==> src/rtl/vga_pkg.sv <==
// Raster timing and colour constants shared by the VGA timing generator and
// the frame-buffer arbiter.
package vga_pkg;

  localparam int H_ACTIVE     = 640;
  localparam int H_SYNC_START = 656;
  localparam int H_SYNC_END   = 752;
  localparam int H_TOTAL      = 800;

  localparam int V_ACTIVE     = 480;
  localparam int V_SYNC_START = 490;
  localparam int V_SYNC_END   = 492;
  localparam int V_TOTAL      = 525;

  localparam int COLOR_W      = 12;

endpackage

==> src/rtl/vram_wr_fifo.sv <==
// Small synchronous FIFO holding pending frame-buffer writes.
// The head entry is presented combinationally.
module vram_wr_fifo #(
  parameter int DEPTH = 4,
  parameter int WIDTH = 27
) (
  input  logic                       clk,
  input  logic                       reset,
  input  logic                       push,
  input  logic [WIDTH-1:0]           din,
  input  logic                       pop,
  output logic                       full,
  output logic                       empty,
  output logic [$clog2(DEPTH):0]     count,
  output logic [WIDTH-1:0]           head
);

  localparam int AW = $clog2(DEPTH);

  logic [WIDTH-1:0] store [DEPTH];
  logic [AW-1:0]    wr_ptr;
  logic [AW-1:0]    rd_ptr;
  logic [AW:0]      count_q;
  logic             do_push;
  logic             do_pop;

  // Guard against overflow/underflow so the FIFO stays consistent on misuse.
  assign do_push = push && !full;
  assign do_pop  = pop && !empty;

  always_ff @(posedge clk) begin
    if (reset) begin
      wr_ptr  <= '0;
      rd_ptr  <= '0;
      count_q <= '0;
    end else begin
      if (do_push) wr_ptr <= wr_ptr + AW'(1);
      if (do_pop)  rd_ptr <= rd_ptr + AW'(1);
      count_q <= count_q + (AW+1)'(do_push) - (AW+1)'(do_pop);
    end
  end

  always_ff @(posedge clk) begin
    if (do_push) store[wr_ptr] <= din;
  end

  assign full  = (count_q == (AW+1)'(DEPTH));
  assign empty = (count_q == '0);
  assign count = count_q;
  assign head  = store[rd_ptr];

endmodule

==> src/rtl/vram_scan_arbiter.sv <==
// Shares a single-port frame-buffer RAM between VGA scan-out reads (priority on
// pixel strobes) and queued draw writes, upscaling cells onto the raster.
module vram_scan_arbiter #(
  parameter int H_ACTIVE    = vga_pkg::H_ACTIVE,
  parameter int V_ACTIVE    = vga_pkg::V_ACTIVE,
  parameter int FB_W        = 160,
  parameter int FB_H        = 120,
  parameter int SCALE_SHIFT = 2,
  parameter int ADDR_W      = 15,
  parameter int COLOR_W     = vga_pkg::COLOR_W,
  parameter int FIFO_DEPTH  = 4
) (
  input  logic               clk,
  input  logic               reset,
  input  logic               pix_ce,
  input  logic [9:0]         pixel_x,
  input  logic [9:0]         pixel_y,
  input  logic               de,
  input  logic               wr_valid,
  output logic               wr_ready,
  input  logic [ADDR_W-1:0]  wr_addr,
  input  logic [COLOR_W-1:0] wr_data,
  output logic               mem_en,
  output logic               mem_we,
  output logic [ADDR_W-1:0]  mem_addr,
  output logic [COLOR_W-1:0] mem_wdata,
  input  logic [COLOR_W-1:0] mem_rdata,
  output logic [COLOR_W-1:0] pix_color,
  output logic               vblank,
  output logic               frame_start,
  output logic               err_oob
);

  localparam int                CW       = $clog2(FIFO_DEPTH) + 1;
  localparam int                FIFO_W   = ADDR_W + COLOR_W;
  localparam logic [9:0]        H_LIM    = 10'(H_ACTIVE);
  localparam logic [9:0]        V_LIM    = 10'(V_ACTIVE);
  localparam logic [ADDR_W:0]   FB_CELLS = (ADDR_W+1)'(FB_W * FB_H);
  localparam logic [ADDR_W-1:0] FB_W_A   = ADDR_W'(FB_W);

  logic               act_p0;
  logic               rd_slot_p0;
  logic               wr_slot_p0;
  logic [ADDR_W-1:0]  cell_x_p0;
  logic [ADDR_W-1:0]  cell_y_p0;
  logic [ADDR_W-1:0]  rd_addr_p0;
  logic               push;
  logic               full;
  logic               empty;
  logic [CW-1:0]      count;
  logic [CW-1:0]      count_nxt;
  logic [FIFO_W-1:0]  head;
  logic [ADDR_W-1:0]  head_addr;
  logic [COLOR_W-1:0] head_data;
  logic               head_ok;
  logic               ready_q;
  logic               vld_p1;
  logic               rd_p1;

  // p0: slot decision; reads win, writes take any other cycle
  assign act_p0     = de && (pixel_x < H_LIM) && (pixel_y < V_LIM);
  assign rd_slot_p0 = !reset && pix_ce && act_p0;
  assign wr_slot_p0 = !reset && !rd_slot_p0 && !empty;

  assign cell_x_p0  = ADDR_W'(pixel_x >> SCALE_SHIFT);
  assign cell_y_p0  = ADDR_W'(pixel_y >> SCALE_SHIFT);
  assign rd_addr_p0 = cell_y_p0 * FB_W_A + cell_x_p0;

  assign {head_addr, head_data} = head;
  assign head_ok = ({1'b0, head_addr} < FB_CELLS);

  // Out-of-range heads are still popped, but never reach the RAM.
  assign mem_we    = wr_slot_p0 && head_ok;
  assign mem_en    = rd_slot_p0 || mem_we;
  assign mem_addr  = rd_slot_p0 ? rd_addr_p0 : (mem_we ? head_addr : '0);
  assign mem_wdata = mem_we ? head_data : '0;

  assign wr_ready  = ready_q && !reset;
  assign push      = wr_valid && wr_ready;
  assign count_nxt = count + CW'(push) - CW'(wr_slot_p0);

  vram_wr_fifo #(
    .DEPTH (FIFO_DEPTH),
    .WIDTH (FIFO_W)
  ) u_fifo (
    .clk   (clk),
    .reset (reset),
    .push  (push),
    .din   ({wr_addr, wr_data}),
    .pop   (wr_slot_p0),
    .full  (full),
    .empty (empty),
    .count (count),
    .head  (head)
  );

  // p1: read or blank in flight; RAM data is valid this cycle, lands in p2
  always_ff @(posedge clk) begin
    if (reset) begin
      ready_q     <= 1'b1;
      vld_p1      <= 1'b0;
      rd_p1       <= 1'b0;
      pix_color   <= '0;
      vblank      <= 1'b0;
      frame_start <= 1'b0;
      err_oob     <= 1'b0;
    end else begin
      ready_q     <= (count_nxt != CW'(FIFO_DEPTH));
      vld_p1      <= pix_ce;
      rd_p1       <= rd_slot_p0;
      if (vld_p1) pix_color <= rd_p1 ? mem_rdata : '0;
      vblank      <= (pixel_y >= V_LIM);
      frame_start <= pix_ce && (pixel_x == '0) && (pixel_y == V_LIM);
      if (wr_slot_p0 && !head_ok) err_oob <= 1'b1;
    end
  end

  logic unused_full;
  assign unused_full = full;

endmodule

==> config.mk <==
export PLATFORM = sky130hd
export DESIGN_NAME = vram_scan_arbiter
export DESIGN_NICKNAME = d
export VERILOG_FILES = /design/src/rtl/vga_pkg.sv /design/src/rtl/vram_wr_fifo.sv /design/src/rtl/vram_scan_arbiter.sv
export SDC_FILE = /design/constraint.sdc
export NUM_CORES = 1
export LEC_CHECK = 0
export CAP_MARGIN = 40
export CORE_ASPECT_RATIO = 0.9
export CORE_MARGIN = 10
export CORE_UTILIZATION = 37
export CTS_BUF_LIST = sky130_fd_sc_hd__clkbuf_16
export DETAILED_ROUTE_END_ITERATION = 16
export PLACE_DENSITY_LB_ADDON = 0.08
export SLEW_MARGIN = 15
export SYNTH_ARGS = -nofsm -noshare
export SYNTH_HDL_FRONTEND = slang
export SYNTH_HIERARCHICAL = 1
export SYNTH_SLANG_ARGS = --single-unit
==> constraint.sdc <==
create_clock -name clk -period 4.13 [get_ports clk]
set_input_delay 0.6195 -clock clk [delete_from_list [all_inputs] [get_ports clk]]
set_output_delay 0.6195 -clock clk [all_outputs]
set_load 0.05 [all_outputs]
=== Word-level counts from Yosys, hierarchy flattened ===
Memory sizes are Yosys's and may differ from the RTL's. A register that Yosys moved wholly into a read port is not among the register bits.
Index checks and enable logic that the tools add are counted.

* Equality and inequality tests: 3
* $mul: 1
* Add/subtract/negate cells: 7
* Magnitude comparators: 4
* Mux-type cells: 8
* Reduce and logical (&&, ||, !) cells: 22

{| class="wikitable"
|+ Operator list
! kind !! count
|-
| $mux W15 || 2
|-
| $mux W12 || 2
|-
| $add A15 B8 Y15 || 1
|-
| $lt A15 B15 Y1 const B || 1
|-
| $logic_and A1 B1 Y1 || 14
|-
| $eq A10 B9 Y1 const B || 1
|-
| $ge A10 B9 Y1 const B || 1
|-
| $logic_not A10 Y1 || 1
|-
| $lt A10 B10 Y1 const B || 1
|-
| $lt A10 B9 Y1 const B || 1
|-
| $mul A8 B3 Y10 const B || 1
|-
| $add A3 B1 Y3 || 2
|-
| $sub A3 B1 Y3 || 2
|-
| $logic_not A1 Y1 || 5
|-
| $add A2 B1 Y2 const B || 2
|-
| $mux W2 || 2
|-
| $eq A3 B3 Y1 const B || 1
|-
| $logic_not A3 Y1 || 1
|-
| $ne A3 B3 Y1 const B || 1
|-
| $mux W1 || 2
|-
| $logic_or A1 B1 Y1 || 1
|}

* RAM bits: 108
* Bits in registers: 25
* Bits of input ports: 64
* Output and inout bits: 45
* Word-level logic and storage cells: 56
* Memories: 1

{| class="wikitable"
|+ Memories
! name !! depth !! width !! rd ports !! clocked after Yosys merged registers in !! write ports !! RTL line !! source
|-
| u_fifo.store || 4 || 27 || 1 || 1 || 1 || vram_wr_fifo.sv:20 || <nowiki>logic [WIDTH-1:0] store [DEPTH];</nowiki>
|}

=== Depth between registers and ports, before layout ===
Gate-level depths: netlist (run 1).

* Depth after elaboration: 10
* Mapped depth: 16
* Mapped depth without buffers: 13

=== By module ===
The synthesis (run 1) kept the hierarchy.

{| class="wikitable"
|+ By module, submodules not included
! module !! instances !! seq. area each (um^2) !! cells each !! area each (um^2)
|-
| vram_wr_fifo || 1 || 3423.3 || 192 || 4425.5
|-
| vram_scan_arbiter || 1 || 360.3 || 195 || 1641.6
|}

=== Least setup slack after synthesis (run 1) ===
OpenSTA, ideal clock, no wires.

* Kind: input port to output port
* Start point: input pixel_y[3]
* End point: output mem_addr[14]
* Data arrival time: 2.809 ns
* Slack: 0.702 ns
* Stages: 10
* Buffers on the path: 0
* Required time: 3.510 ns
* Path through: ha_1 ha_1 inv_1 fa_1 nor2b_4 o311ai_2 or4b_1 o311ai_1 xnor2_1 a22o_1

* Word-level cells in the longest chain between the ends: 9
* Elaborated cells between the ends (all ways): 11
* Those cells by class: 1 x add/sub; 1 x mul; 1 x order compare; 2 x mux; 6 x reduce/logical

{| class="wikitable"
|+ RTL lines
! element !! RTL line !! source
|-
| start: declaration || vram_scan_arbiter.sv:17 || <nowiki>input logic [9:0] pixel_y,</nowiki>
|-
| parallel branches: the longest is 8 deep, another holds $add A15 B8 Y15 || n/a ||
|-
| $mux W15 (*) || vram_scan_arbiter.sv:75 || <nowiki>assign mem_addr = rd_slot_p0 ? rd_addr_p0 : (mem_we ? head_addr : '0);</nowiki>
|-
| end: declaration || vram_scan_arbiter.sv:25 || <nowiki>output logic [ADDR_W-1:0] mem_addr,</nowiki>
|}

Mark *: on every way between the ends.

=== Final worst setup path (run 1) ===
Ends and elaborated chain as after synthesis.

==> impl_metrics.py, run 1 <==
metrics = {
    "timing": {
        "rsz0062_at_grt": "false",
        "hold_slack_ps": 493,
        "period_share": 0.957,
        "tightest_slew_ps": 579,
        "setup_tns_ps": 0,
        "finalSetupViolCount": 0,
        "slew-limit-headroom": 0.614,
        "setup_ws_ps": 178,
        "fmax_mhz": 253,
        "fin_skew_ps": 9.83,
        "finalMaxSlewViolations": 0,
        "post-route-min-period_ps": 3950,
        "hold_viol_final": 0,
    },
    "yosys": {
        "syn-instance-count": 387,
        "ys_warn_count": 6,
        "avgSynthCellArea_um2": 15.7,
        "ys_ff_latch": 135,
        "synth_ff_type": "edfxtp_1",
        "syn_nets": 478,
        "async_flop_share": 0,
        "synth-edff-count": 108,
        "syn_area_mm2": 0.00607,
        "synth_cell_type_count": 48,
        "ys_seq_area_frac": 0.624,
    },
    "route": {
        "wl_per_cell_um": 18.7,
        "dr.pass1.iters": 4,
        "ant_nets": 0,
        "drt-initial-drc-count": 180,
        "viasPerCell": 5.03,
        "drc": 0,
        "wl_um": 13700,
        "vias": 3686,
    },
    "worst_setup_path": {
        "critPathMaxFanout": 4,
        "crit_buf_inv": 3,
        "endpoint_kind": "output pin",
        "cp_top_family": "adder cells",
        "cp_common_cell": "ha_1",
        "critPathMaxStageDelay_ps": 480,
        "path_class": "in -> out",
        "critPathLaunchType": "input pin",
        "crit_required_ps": 3510,
        "crit_chain": "clkdlybuf4s50_1, ha_1, ha_1, inv_1, fa_1, nor2b_4, o311ai_2, or4b_1, o311ai_1, xnor2_1, a22o_1, buf_12",
        "slowest_stage": "clkdlybuf4s50_1",
        "critPathArrivalTime_ps": 3330,
    },
    "clock_tree": {
        "clkSlewWorstSetupHoldPaths_ps": 60,
        "cts_buffers": 17,
        "ctsResizeCount": 0,
        "clkLatencyLatePin_ps": 420,
        "cts_buffer_depth": 2,
        "post_cts_buffers": 0,
        "clk_root_buffer_cell": "clkbuf_16",
        "clock-sinks": 135,
        "h-tree-depth": 4,
        "hold_buffers": 0,
        "cts_tree": "yes",
    },
    "pwr": {
        "switching_share": 0.288,
        "seqPwrFrac": 0.386,
        "p_comb_frac": 0.264,
        "p_sw_mw": 1.20,
        "p_int_mw": 2.97,
        "pwr-share-clk": 0.351,
        "power-per-cell-area_mw_per_mm2": 504,
        "total_power_mw": 4.17,
        "vdd_drop_max_uv": 330,
        "leakage_nw": 2.97,
    },
    "die": {
        "coreArea_mm2": 0.0161,
        "die-area_mm2": 0.0219,
        "start_util": 0.376,
        "io_pins": 109,
        "rows": 44,
        "dieWidth_um": 155,
        "die_h_um": 141,
    },
    "global_routing": {
        "grt_pass1_wl_um": 21700,
        "antenna_found_initial": 0,
        "grt_overflow": 0,
        "grt_max_degree": 26,
        "first_global_vias": 3949,
        "grtUsageTotal": 0.128,
    },
    "status": {
        "status": "complete, no violations",
    },
    "final_layout": {
        "drive_above_1_share": 0.200,
        "num-nets-final": 604,
        "area_delta_synth_final_pct": 36.2,
        "fillers": 1334,
        "antenna_cells": 0,
        "final_area_mm2": 0.00826,
    },
    "placement": {
        "gp_congestion": 0.793,
        "post-dp-hpwl_um": 9700,
        "numPortBuffers": 108,
        "dpl_cell_area_mm2": 0.00769,
        "place_ws_ps": 160,
    },
    "worst_hold_path": {
        "hold_class": "reg -> reg",
    },
    "flow_run": {
        "maxCapViolations": 0,
    },
}
## path summary, 6_finish.rpt
check | from | to | slack (ps) | cells after the start
min reg2reg | u_fifo/rd_ptr[1] | register | 490 | 2
max reg2reg | u_fifo/count[1] | ready_q | 1550 | 9
max | pixel_y[3] | mem_addr[14] | 180 | 12
min | u_fifo/rd_ptr[1] | register | 490 | 2
## layout make-up
type,instances,area [um2],area share
clock buffers,17,425,0.0515
clock inverters,15,153,0.0185
inverters,21,78.8,0.00954
multi-input cells,214,2070,0.251
flip-flops and latches,135,3780,0.458
well taps,207,259,0.0313
repair buffers,124,1490,0.180
## layer usage
metal  vias to the layer above  wire length [um]  GRT usage
li1                       1740                 -          -
met1                      1826              6250      0.159
met2                       107              6390      0.201
met3                        13               916     0.0490
met4                         0               179     0.0457
met5                         -                 0          0
## state kept, by name, summed over array words and instances, names as in the netlist, named ones only
signal and count:
err_oob 1, frame_start 1, pix_color 12, rd_p1 1, ready_q 1, u_fifo/count 3
u_fifo/rd_ptr 2, u_fifo/store 108, u_fifo/wr_ptr 2, vblank 1, vld_p1 1
## cell usage in the layout, fill, tap and decap left out, types with 10 or more instances in the layout
master | synthesis | final
a21oi_1 | 16 | 16
a22o_1 | 14 | 14
and3_1 | 12 | 12
buf_12 | 2 | 29
buf_4 | 0 | 16
clkbuf_16 | 0 | 17
clkdlybuf4s50_1 | 0 | 79
dfxtp_1 | 27 | 26
edfxtp_1 | 108 | 108
ha_1 | 23 | 23
inv_1 | 21 | 23
mux4_2 | 20 | 20
nor2_1 | 25 | 25
nor2b_1 | 19 | 19
xnor2_1 | 10 | 10
## worst min-delay path, cell delays in order (launching register included)
cell and delay (ps):
dfxtp_1 300, o21ai_0 70, a21oi_1 70
## cells in the mapped netlist, types with 3 or more instances
library cell	n	area (um2)
ha_1	23	288
xor2_1	5	43.8
nand3_1	3	15.0
nor4_1	4	25.0
edfxtp_1	108	3240
nor2_1	25	93.8
and2_1	7	43.8
a22o_1	14	123
and3_1	12	75.1
a21oi_1	16	80.1
buf_6	5	56.3
fa_1	4	80.1
buf_2	3	15.0
xnor2_1	10	87.6
mux4_2	20	450
clkbuf_1	7	26.3
dfxtp_1	27	541
inv_1	21	78.8
mux4_1	7	184
nand2_1	3	11.3
nand2b_1	3	18.8
nor2b_1	19	119
o21ai_0	5	25.0
## power by group through the flow
stage / Sequential [mW] / Combinational [mW] / Clock [mW]
2_1_floorplan: 1.62 / 0.689 / 0
5_1_grt: 1.62 / 1.19 / 1.56
6_report: 1.61 / 1.10 / 1.46
3_3_place_gp: 1.63 / 1.11 / 0
3_5_place_dp: 1.64 / 1.11 / 0
4_1_cts: 1.61 / 1.12 / 1.50
## kinds of logic after synthesis
group	synth area share
DFF	0.624
and+or+nand+nor	0.0936
AOI/OAI and AO/OA	0.0586
buffers and inverters	0.0357
muxes	0.106
adders and majority gates	0.0606
xor gates and xnor gates	0.0217
## stage by stage
| stage | cells | utilization |
|---|---|---|
| floorplan | 387 | - |
| global placement | 701 | 0.476 |
| detailed placement | 701 | 0.476 |
| CTS | 733 | 0.512 |
| global route | 733 | 0.512 |
| finish | 733 | 0.512 |
Note: power is estimated with default switching activity, not from simulation.
==> inputs of run 2 (changes only) <==
- CTS_BUF_LIST: sky130_fd_sc_hd__clkbuf_16 -> default
==> impl_metrics.py, run 2 (synthesized netlist as in run 1, its figures left out) <==
metrics = {
    "status": {
        "status": "complete, no violations",
    },
    "worst_hold_path": {
        "hold_class": "reg -> reg",
        "whs_path_depth": 2,
    },
    "worst_setup_path": {
        "cp_common_cell": "ha_1",
        "critPathMaxStageDelay_ps": 480,
        "endpoint_kind": "output pin",
        "cp.depth": 12,
        "crit_buf_inv": 3,
        "path_class": "in -> out",
        "crit_chain": "clkdlybuf4s50_1, ha_1, ha_1, inv_1, fa_1, nor2b_4, o311ai_2, or4b_1, o311ai_1, xnor2_1, a22o_1, buf_12",
        "critPathLaunchType": "input pin",
        "cp_top_family": "adder cells",
        "r2r_cells": 9,
        "slowest_stage": "clkdlybuf4s50_1",
        "r2r_setup_slack_ps": 1550,
        "crit_required_ps": 3510,
        "critPathArrivalTime_ps": 3330,
        "critPathMaxFanout": 4,
    },
    "clock_tree": {
        "cts_buffer_depth": 2,
        "hold_buffers": 0,
        "ctsResizeCount": 0,
        "clkLatencyLatePin_ps": 420,
        "post_cts_buffers": 0,
        "cts_tree": "yes",
        "clk_root_buffer_cell": "clkbuf_16",
        "clock-sinks": 135,
        "h-tree-depth": 4,
        "clkSlewWorstSetupHoldPaths_ps": 60,
        "cts_buffers": 17,
    },
    "final_layout": {
        "layout_common_cells": "108 x edfxtp_1, 79 x clkdlybuf4s50_1, 29 x buf_12",
        "area_delta_synth_final_pct": 36.2,
        "drive_above_1_share": 0.200,
        "num-nets-final": 604,
        "final_common_cell": "edfxtp_1",
        "largest_reg_flops": 108,
        "antenna_cells": 0,
        "regMostFlops": "u_fifo/store",
        "fillers": 1334,
        "final_cells": 733,
    },
    "die": {
        "io_pins": 109,
        "die-area_mm2": 0.0219,
        "dieWidth_um": 155,
        "start_util": 0.376,
        "rows": 44,
        "die_h_um": 141,
        "coreArea_mm2": 0.0161,
    },
    "timing": {
        "finalSetupViolCount": 0,
        "slew-limit-headroom": 0.614,
        "setup_tns_ps": 0,
        "period_share": 0.957,
        "tightest_slew_ps": 579,
        "finalMaxSlewViolations": 0,
        "hold_slack_ps": 493,
        "rsz0062_at_grt": "false",
        "fmax_mhz": 253,
        "post-route-min-period_ps": 3950,
        "setup_ws_ps": 178,
        "fin_skew_ps": 10.6,
        "hold_viol_final": 0,
    },
    "route": {
        "dr.pass1.iters": 4,
        "drc": 0,
        "wl_um": 13700,
        "vias": 3695,
        "wl_per_cell_um": 18.8,
        "viasPerCell": 5.04,
        "ant_nets": 0,
        "drt-initial-drc-count": 182,
    },
    "pwr": {
        "leakage_nw": 2.96,
        "vdd_drop_max_uv": 330,
        "p_sw_mw": 1.20,
        "p_int_mw": 2.97,
        "seqPwrFrac": 0.385,
        "p_comb_frac": 0.263,
        "power-per-cell-area_mw_per_mm2": 505,
        "switching_share": 0.288,
        "pwr-share-clk": 0.352,
    },
    "placement": {
        "gp_congestion": 0.793,
        "place_ws_ps": 160,
        "dp.cells": 701,
        "post-dp-hpwl_um": 9700,
        "numPortBuffers": 108,
    },
    "global_routing": {
        "grt_overflow": 0,
        "grt_max_degree": 26,
        "grt_pass1_wl_um": 21700,
        "first_global_vias": 3949,
        "antenna_found_initial": 0,
        "grtUsageTotal": 0.128,
    },
    "flow_run": {
        "maxCapViolations": 0,
    },
}
run 2: changes by cell type in the layout (fill, tap and decap cells not counted):
cell      before  now
clkbuf_1       0    2
inv_1         23   21
run 2: cell type report:
cell class	count	area (um2)	area share
inverter	21	78.8	0.00954
multi-input combinational	214	2070	0.251
clock buffer	19	433	0.0524
clock inverter	13	145	0.0176
sequential	135	3780	0.458
tap	207	259	0.0313
timing repair buffer	124	1490	0.180
run 2: worst min-delay path, cell delays in order (launching register included):
cell and delay, ps:
dfxtp_1 300, o21ai_0 70, a21oi_1 70
run 2: path summary, 6_finish.rpt:
kind	start	endpoint
max	pixel_y[3]	mem_addr[14]
min	u_fifo/rd_ptr[1]	register
max reg2reg	u_fifo/count[1]	ready_q
min reg2reg	u_fifo/rd_ptr[1]	register
run 2: power groups by stage:
stage / registers (mW) / logic (mW) / clock network [mW]
final: 1.61 / 1.10 / 1.47
after global routing: 1.62 / 1.19 / 1.56
after CTS: 1.61 / 1.12 / 1.50
after detailed placement: 1.64 / 1.11 / 0
after floorplan: 1.62 / 0.689 / 0
after global placement: 1.63 / 1.11 / 0
run 2: stage by stage:
| stage | total power, mW | utilization | instance area (um2) |
|---|---|---|---|
| finish | 4.17 | 0.512 | 8260 |
| global route | 4.37 | 0.512 | 8260 |
| CTS | 4.23 | 0.512 | 8260 |
| detailed placement | 2.75 | 0.476 | 7690 |
| global placement | 2.74 | 0.476 | 7690 |
| floorplan | 2.31 | - | 6070 |
run 2: routing by layer:
| metal | GRT usage | up-vias | wire (um) |
|---|---|---|---|
| met4 | 0.0457 | 0 | 182 |
| met2 | 0.201 | 114 | 6420 |
| met1 | 0.159 | 1829 | 6220 |
| li1 | - | 1739 | - |
| met3 | 0.0490 | 13 | 929 |
| met5 | 0 | - | 0 |
==> inputs of run 3 (changes only) <==
- CTS_CLUSTER_SIZE: default -> 40
- GPL_TIMING_DRIVEN: default -> 1
- REMOVE_ABC_BUFFERS: default -> 1
==> impl_metrics.py, run 3 (synthesized netlist as in run 1, its figures left out) <==
metrics = {
    "route": {
        "drt-initial-drc-count": 181,
        "dr.pass1.iters": 4,
        "wl_per_cell_um": 19.1,
        "ant_nets": 0,
        "wl_um": 14000,
        "viasPerCell": 5.01,
        "vias": 3659,
        "drc": 0,
    },
    "worst_setup_path": {
        "r2r_start": "u_fifo/count[1]",
        "crit_chain": "clkdlybuf4s50_1, ha_1, ha_1, inv_1, fa_1, nor2b_4, o311ai_2, or4b_1, o311ai_1, xnor2_1, a22o_1, buf_12",
        "endpoint_kind": "output pin",
        "slowest_stage": "clkdlybuf4s50_1",
        "critPathMaxStageDelay_ps": 480,
        "path_class": "in -> out",
        "critPathMaxFanout": 4,
        "r2r_setup_slack_ps": 1520,
        "critPathArrivalTime_ps": 3350,
        "critPathLaunchType": "input pin",
        "r2r_end": "u_fifo/count[2]",
        "cp_common_cell": "ha_1",
        "r2r_cells": 12,
        "crit_required_ps": 3510,
    },
    "timing": {
        "slew-limit-headroom": 0.544,
        "finalMaxSlewViolations": 0,
        "hold_viol_final": 0,
        "hold_slack_ps": 474,
        "post-route-min-period_ps": 3970,
        "setup_ws_ps": 157,
        "finalSetupViolCount": 0,
        "fin_skew_ps": 7.80,
        "fmax_mhz": 252,
        "rsz0062_at_grt": "false",
        "setup_tns_ps": 0,
        "tightest_slew_ps": 677,
        "period_share": 0.962,
    },
    "final_layout": {
        "final_cells": 731,
        "final_common_cell": "edfxtp_1",
        "regArea_mm2": 0.00378,
        "area_delta_synth_final_pct": 38.0,
        "antenna_cells": 0,
        "drive_above_1_share": 0.198,
        "fillers": 1330,
        "num-nets-final": 603,
        "layout_common_cells": "108 x edfxtp_1, 79 x clkdlybuf4s50_1, 31 x buf_12",
        "multi_input_area_mm2": 0.00207,
        "largest_reg_flops": 108,
        "regMostFlops": "u_fifo/store",
    },
    "clock_tree": {
        "cts_buffers": 17,
        "cts_tree": "yes",
        "clkSlewWorstSetupHoldPaths_ps": 50,
        "post_cts_buffers": 0,
        "clkLatencyLatePin_ps": 410,
        "cts_buffer_depth": 2,
        "ctsResizeCount": 0,
        "clk_root_buffer_cell": "clkbuf_16",
        "hold_buffers": 0,
        "clock-sinks": 135,
        "h-tree-depth": 4,
    },
    "global_routing": {
        "grt_overflow": 0,
        "first_global_vias": 3748,
        "antenna_found_initial": 0,
        "grt_max_degree": 24,
        "grtUsageTotal": 0.129,
        "grt_pass1_wl_um": 21900,
    },
    "die": {
        "io_pins": 109,
        "coreArea_mm2": 0.0161,
        "start_util": 0.376,
        "die-area_mm2": 0.0219,
        "dieWidth_um": 155,
        "rows": 44,
        "die_h_um": 141,
    },
    "placement": {
        "numPortBuffers": 108,
        "place_ws_ps": 158,
        "gp_congestion": 0.748,
        "dp.cells": 700,
        "post-dp-hpwl_um": 9950,
    },
    "worst_hold_path": {
        "hold_class": "reg -> reg",
        "holdPathEnd": "err_oob",
        "min-delay-start": "err_oob",
        "whs_path_depth": 2,
    },
    "status": {
        "status": "complete, no violations",
    },
    "pwr": {
        "power-per-cell-area_mw_per_mm2": 527,
        "vdd_drop_max_uv": 309,
        "leakage_nw": 3.01,
        "total_power_mw": 4.41,
    },
    "flow_run": {
        "maxCapViolations": 0,
    },
}
## run 3: how the worst max path moves through the flow
stage,start,cells past startpoint,endpoint
4_1_cts,pixel_y[3],12,mem_addr[14]
3_5_place_dp,pixel_y[3],12,mem_addr[14]
2_1_floorplan,register,6,mem_addr[8]
3_3_place_gp,pixel_y[3],12,mem_addr[14]
6_report,pixel_y[3],12,mem_addr[14]
5_1_grt,pixel_y[3],12,mem_addr[14]
## run 3: cell type report
cell class,count,area share
inverters,21,0.00941
clock buffers,17,0.0508
well taps,207,0.0309
flip-flops and latches,135,0.452
clock inverters,14,0.0293
multi-input cells,214,0.247
repair buffers,123,0.180
## run 3: where the power goes
group	internal (mW)	total [mW]	switching (mW)
Combinational	0.531	1.12	0.587
Clock	1.14	1.70	0.560
Sequential	1.55	1.60	0.0493
Total	3.21	4.41	1.20
## run 3: per-layer routing
| layer | vias up | track usage | routed length, um |
|---|---|---|---|
| met5 | - | 0 | 0 |
| met4 | 0 | 0.0358 | 82 |
| met3 | 7 | 0.0387 | 737 |
| met2 | 107 | 0.201 | 6470 |
| met1 | 1799 | 0.171 | 6700 |
| li1 | 1746 | - | - |
## run 3: critical path, delay by kind of cell
family | cells | cell delay, ps
compound gates | 3 | 570
fa+ha+maj | 3 | 770
simple gates | 2 | 520
xor+xnor | 1 | 190
buf+inv | 3 | 690
## run 3: metrics by stage
step | area [um2] | utilization
6_report | 8370 | 0.519
5_1_grt | 8370 | 0.519
4_1_cts | 8370 | 0.519
3_5_place_dp | 7700 | 0.478
3_3_place_gp | 7700 | 0.478
2_1_floorplan | 5930 | -
